$ cat src/rtl/dly_tap_ctrl.sv
// Tap-walk initiator for an output delay primitive: optional DLY_LOAD, then DLY_ADJ steps until the tap matches.
// Build option DLY_TAP_CTRL_STEP_CNT_EN exposes the per-request adjust-pulse count on STEP_CNT.
module dly_tap_ctrl #(
  parameter int PULSE_WIDTH   = 2,
  parameter int SETTLE_CYCLES = 4
) (
  input  logic       CLK_IN,
  input  logic       RST,
  input  logic       REQ_VALID,
  output logic       REQ_READY,
  input  logic [5:0] REQ_TAP,
  input  logic       REQ_LOAD,
  output logic       DONE,
  output logic       ERR,
  output logic [5:0] CUR_TAP,
  output logic       DLY_LOAD,
  output logic       DLY_ADJ,
  output logic       DLY_INCDEC,
  input  logic [5:0] DLY_TAP_VALUE,
  output logic [5:0] STEP_CNT
);

  typedef enum logic [2:0] {
    IDLE, LOAD_HI, LOAD_LO, CMP, ADJ_HI, ADJ_LO, FIN
  } state_t;

  localparam logic [3:0] PULSE_LAST  = 4'(PULSE_WIDTH - 1);
  localparam logic [3:0] SETTLE_LAST = 4'(SETTLE_CYCLES - 1);

  state_t     state_reg, state_next;
  logic [3:0] timer_reg, timer_next;
  logic [5:0] target_reg, target_next;
  logic [5:0] prev_tap_reg, prev_tap_next;
  logic       check_reg, check_next;
  logic       err_reg, err_next;
  logic       done_reg, done_next;
  logic       load_reg, load_next;
  logic       adj_reg, adj_next;
  logic       incdec_reg, incdec_next;
  logic [5:0] adj_cnt_reg, adj_cnt_next;
  logic [5:0] cur_tap_reg;

  always_ff @(posedge CLK_IN or negedge RST) begin
    if (!RST) begin
      state_reg    <= IDLE;
      timer_reg    <= '0;
      target_reg   <= '0;
      prev_tap_reg <= '0;
      check_reg    <= 1'b0;
      err_reg      <= 1'b0;
      done_reg     <= 1'b0;
      load_reg     <= 1'b0;
      adj_reg      <= 1'b0;
      incdec_reg   <= 1'b0;
      adj_cnt_reg  <= '0;
      cur_tap_reg  <= '0;
    end else begin
      state_reg    <= state_next;
      timer_reg    <= timer_next;
      target_reg   <= target_next;
      prev_tap_reg <= prev_tap_next;
      check_reg    <= check_next;
      err_reg      <= err_next;
      done_reg     <= done_next;
      load_reg     <= load_next;
      adj_reg      <= adj_next;
      incdec_reg   <= incdec_next;
      adj_cnt_reg  <= adj_cnt_next;
      cur_tap_reg  <= DLY_TAP_VALUE;
    end
  end

  always_comb begin
    state_next    = state_reg;
    timer_next    = timer_reg;
    target_next   = target_reg;
    prev_tap_next = prev_tap_reg;
    check_next    = check_reg;
    err_next      = err_reg;
    incdec_next   = incdec_reg;
    adj_cnt_next  = adj_cnt_reg;

    case (state_reg)
      IDLE: begin
        if (REQ_VALID) begin
          target_next  = REQ_TAP;
          err_next     = 1'b0;
          check_next   = 1'b0;
          adj_cnt_next = '0;
          if (REQ_LOAD) begin
            state_next = LOAD_HI;
            timer_next = PULSE_LAST;
          end else begin
            state_next = CMP;
          end
        end
      end
      LOAD_HI: begin
        if (timer_reg == 4'd0) begin
          state_next = LOAD_LO;
          timer_next = SETTLE_LAST;
        end else begin
          timer_next = timer_reg - 4'd1;
        end
      end
      LOAD_LO: begin
        if (timer_reg == 4'd0) state_next = CMP;
        else timer_next = timer_reg - 4'd1;
      end
      CMP: begin
        if (check_reg && (cur_tap_reg == prev_tap_reg)) begin
          err_next   = 1'b1;
          state_next = FIN;
        end else if (cur_tap_reg == target_reg) begin
          state_next = FIN;
        end else if (adj_cnt_reg == 6'd63) begin
          // Runaway guard for a tap that moves but never converges.
          err_next   = 1'b1;
          state_next = FIN;
        end else begin
          incdec_next   = (cur_tap_reg < target_reg);
          prev_tap_next = cur_tap_reg;
          check_next    = 1'b1;
          adj_cnt_next  = adj_cnt_reg + 6'd1;
          timer_next    = PULSE_LAST;
          state_next    = ADJ_HI;
        end
      end
      ADJ_HI: begin
        if (timer_reg == 4'd0) begin
          state_next = ADJ_LO;
          timer_next = SETTLE_LAST;
        end else begin
          timer_next = timer_reg - 4'd1;
        end
      end
      ADJ_LO: begin
        if (timer_reg == 4'd0) state_next = CMP;
        else timer_next = timer_reg - 4'd1;
      end
      FIN:     state_next = IDLE;
      default: state_next = IDLE;
    endcase

    // Strobes are decoded from the next state so they leave a flop aligned with the state.
    done_next = (state_next == FIN);
    load_next = (state_next == LOAD_HI);
    adj_next  = (state_next == ADJ_HI);
  end

  assign REQ_READY  = (state_reg == IDLE);
  assign DONE       = done_reg;
  assign ERR        = err_reg;
  assign CUR_TAP    = cur_tap_reg;
  assign DLY_LOAD   = load_reg;
  assign DLY_ADJ    = adj_reg;
  assign DLY_INCDEC = incdec_reg;

`ifdef DLY_TAP_CTRL_STEP_CNT_EN
  assign STEP_CNT = adj_cnt_reg;
`else
  assign STEP_CNT = 6'd0;
`endif

endmodule

$ cat config.mk
export PLATFORM = sky130hd
export DESIGN_NAME = dly_tap_ctrl
export DESIGN_NICKNAME = d
export VERILOG_FILES = /design/src/rtl/dly_tap_ctrl.sv
export SDC_FILE = /design/constraint.sdc
export NUM_CORES = 1
export LEC_CHECK = 0
export ABC_AREA = 0
export BUFFER_PORTS_ARGS = -buffer_cell sky130_fd_sc_hd__clkbuf_2
export CAP_MARGIN = 20
export CORE_MARGIN = 2
export CORE_UTILIZATION = 50
export CTS_CLUSTER_SIZE = 25
export DETAILED_ROUTE_END_ITERATION = 6
export MAX_ROUTING_LAYER = met4
export PLACE_DENSITY = 0.75
export SLEW_MARGIN = 20
export SYNTH_ARGS = -nofsm -noshare
export SYNTH_HDL_FRONTEND = slang
export SYNTH_SLANG_ARGS = --single-unit
$ cat constraint.sdc
create_clock -name CLK_IN -period 2.1 [get_ports CLK_IN]
set_clock_uncertainty 0.1 [all_clocks]
set_input_delay 0.21 -clock CLK_IN [delete_from_list [all_inputs] [get_ports CLK_IN]]
set_output_delay 0.21 -clock CLK_IN [all_outputs]
set_load 0.02 [all_outputs]
==> out/metrics.csv <==
metric,value,unit
dpl_worst_slack,0.0412,ns
nets,259,
powerDensity,1250,nW/µm²
avgSynthCellArea,10.5,µm²
vias,1541,
cp_data_arrival_time,2.12,ns
start_util,0.522,
die_y,66.0,µm
yosysTopAreaCellShare,0.481,
insertion_delay,0.29,ns
synth-async-reset-ratio,1.00,
p_switching,1.11,mW
syn_to_final_growth,22.9,%
initialDrtViolationCount,61,
rsz0062_at_grt,no,
endpoint_kind,register,
p_leak,1.10,nW
finalCriticalPeriod,2.00,ns
numCtsBuffers,5,
grt_max_degree,20,
grtUsageTotal,0.218,
hp-class,in -> reg,
status,completed,
internal-power,1.84,mW
path_class,reg -> reg,
final_area,2360,µm²
grt_pass1_vias,1497,
io_pins,34,
yosysTopAreaCell,dfrtp_1,
hold_viol_final,0,
cap_viol_max_count,0,
die_width,66.0,µm
slew_viol_final,0,
drtPass1Iterations,4,
drc,0,
htreeDepth,2,
yosys-top-cells-count,"dfrtp_1, inv_1, nand2_1",
cp_max_fo,4,
p_comb_frac,0.469,
fillerInstances,301,
fmax,0.501,GHz
setup_viol,0,
switching_share,0.376,
syn_inst,184,
grt_overflow,0,
drt-total-wl,4020,µm
setup_slack,0.105,ns
seq_power_share,0.371,
yosysMostFrequentCell,dfrtp_1,
ys_warn_count,0,
clockPowerShare,0.160,
core-area,3690,µm²
setup_tns,0,ns
use_met3,0.0562,
postPlaceCellArea,2190,µm²
path_clk_slew,0.07,ns
die_area,4360,µm²
yosysSeqAreaShare,0.481,
drive_above_1_share,0.311,
port_buffers,27,
antenna-diode-count,0,
synth.distinct_cells,45,
clock-root-buffer,clkbuf_8,
total_power,2.95,mW
top_usage_layer,met2,
synth.area.top_cells,"dfrtp_1, mux2_2, ha_1",
postRouteAntennaNets,0,
synth_seq_cells,37,
synth_edf_count,0,
wl_per_cell,14.2,µm
fin_crit_sh,0.950,
use_met2,0.361,
grt_util_met1,0.265,
cts_tree,yes,
grt_pass1_wl,6870,µm
cp-start-kind,register,
netlist_area,1920,µm²
ir_drop,0.997,mV
cts_sinks,37,
globalplace.congestion,0.805,
synth_ff_type,dfrtp_1,
vias_per_cell,5.45,
clock_path_buffers,2,
grt_antenna_before_repair,0,
detailedPlacementHpwl,2940,µm
rows,22,
cp.required,2.22,ns
## cell usage in the layout, fill, tap and decap left out, types with 3 or more instances in the layout
| cell type | n |
|---|---|
| o21ai_0 | 7 |
| conb_1 | 6 |
| nor3_1 | 3 |
| nand3_1 | 7 |
| inv_1 | 11 |
| clkbuf_8 | 5 |
| o211ai_1 | 8 |
| ha_1 | 8 |
| xnor2_1 | 5 |
| clkbuf_2 | 27 |
| dlygate4sd3_1 | 7 |
| nand4_1 | 5 |
| mux2_2 | 11 |
| dfrtp_1 | 36 |
| a21oi_1 | 8 |
| buf_4 | 17 |
| nor2_1 | 5 |
| nand2_1 | 13 |
## timing repair
| action | in CTS | in global routing |
|---|---|---|
| hold endpoints to repair | 24 | 0 |
| buffers inserted | 0 | 0 |
| endpoints found under the setup margin | 0 | 9 |
| gates resized for setup | 0 | 7 |
| hold buffers | 7 | 0 |
## power groups by stage
stage          Clock, mW  Sequential, mW  Combinational (mW)
6_report           0.474            1.09                1.38
5_1_grt            0.518            1.12                1.54
4_1_cts            0.483            1.09                1.34
3_5_place_dp           0            1.10                1.32
3_3_place_gp           0            1.08                1.28
2_1_floorplan          0            1.11               0.898
## metrics by stage
step           cells  hold WS (ns)   util
3_5_place_dp     268        0.0897  0.594
3_3_place_gp     268        0.0948  0.594
2_1_floorplan    189        -0.186      -
5_1_grt          283        0.0382  0.641
4_1_cts          283        0.0439  0.635
6_report         283        0.0498  0.641
## worst paths after layout
kind | from | endpoint | slack (ns) | cells past startpoint
worst min register to register | check_reg | check_reg | 0.41 | 2
worst max register to register | CUR_TAP[5] | adj_cnt_reg[3] | 0.10 | 6
worst max-delay path | CUR_TAP[5] | adj_cnt_reg[3] | 0.10 | 6
worst min-delay path | REQ_TAP[0] | target_reg[0] | 0.05 | 2
max in group asynchronous | RST | target_reg[2] | 0.98 | 3
min in group asynchronous | RST | adj_cnt_reg[5] | 0.31 | 2
## critical path, cell delays in order, from the launching register on
cell and delay, ns:
dfrtp_1 0.43, ha_1 0.34, nand4_1 0.12, nor2_2 0.06
or3_1 0.33, or4_1 0.47, nand3_1 0.07
## per-layer routing
| layer | wire [µm] | part of all wire |
|---|---|---|
| met2 | 2080 | 0.52 |
| met3 | 189 | 0.047 |
| met1 | 1710 | 0.43 |
| met5 | 0 | 0 |
| met4 | 41 | 0.010 |
## logic make-up after synthesis
group,count (synthesis),share of synthesized area
AO/OA/AOI/OAI,38,0.134
XOR/XNOR,7,0.0319
adder cells (fa/ha/maj),10,0.0637
buffers and inverters,26,0.0670
flip-flops,37,0.481
multiplexers,13,0.0754
other,1,0.00195
AND/OR/NAND/NOR,52,0.145
## cell type report
type | instances | area (µm²) | share of cell area
repair buffers | 51 | 333 | 0.141
inverters | 13 | 48.8 | 0.0206
multi-input cells | 126 | 912 | 0.386
clock buffers | 7 | 76.3 | 0.0323
well taps | 48 | 60.1 | 0.0254
flip-flops and latches | 37 | 927 | 0.392
clock inverters | 1 | 7.51 | 0.00317
(Power assumes the default switching activity.)
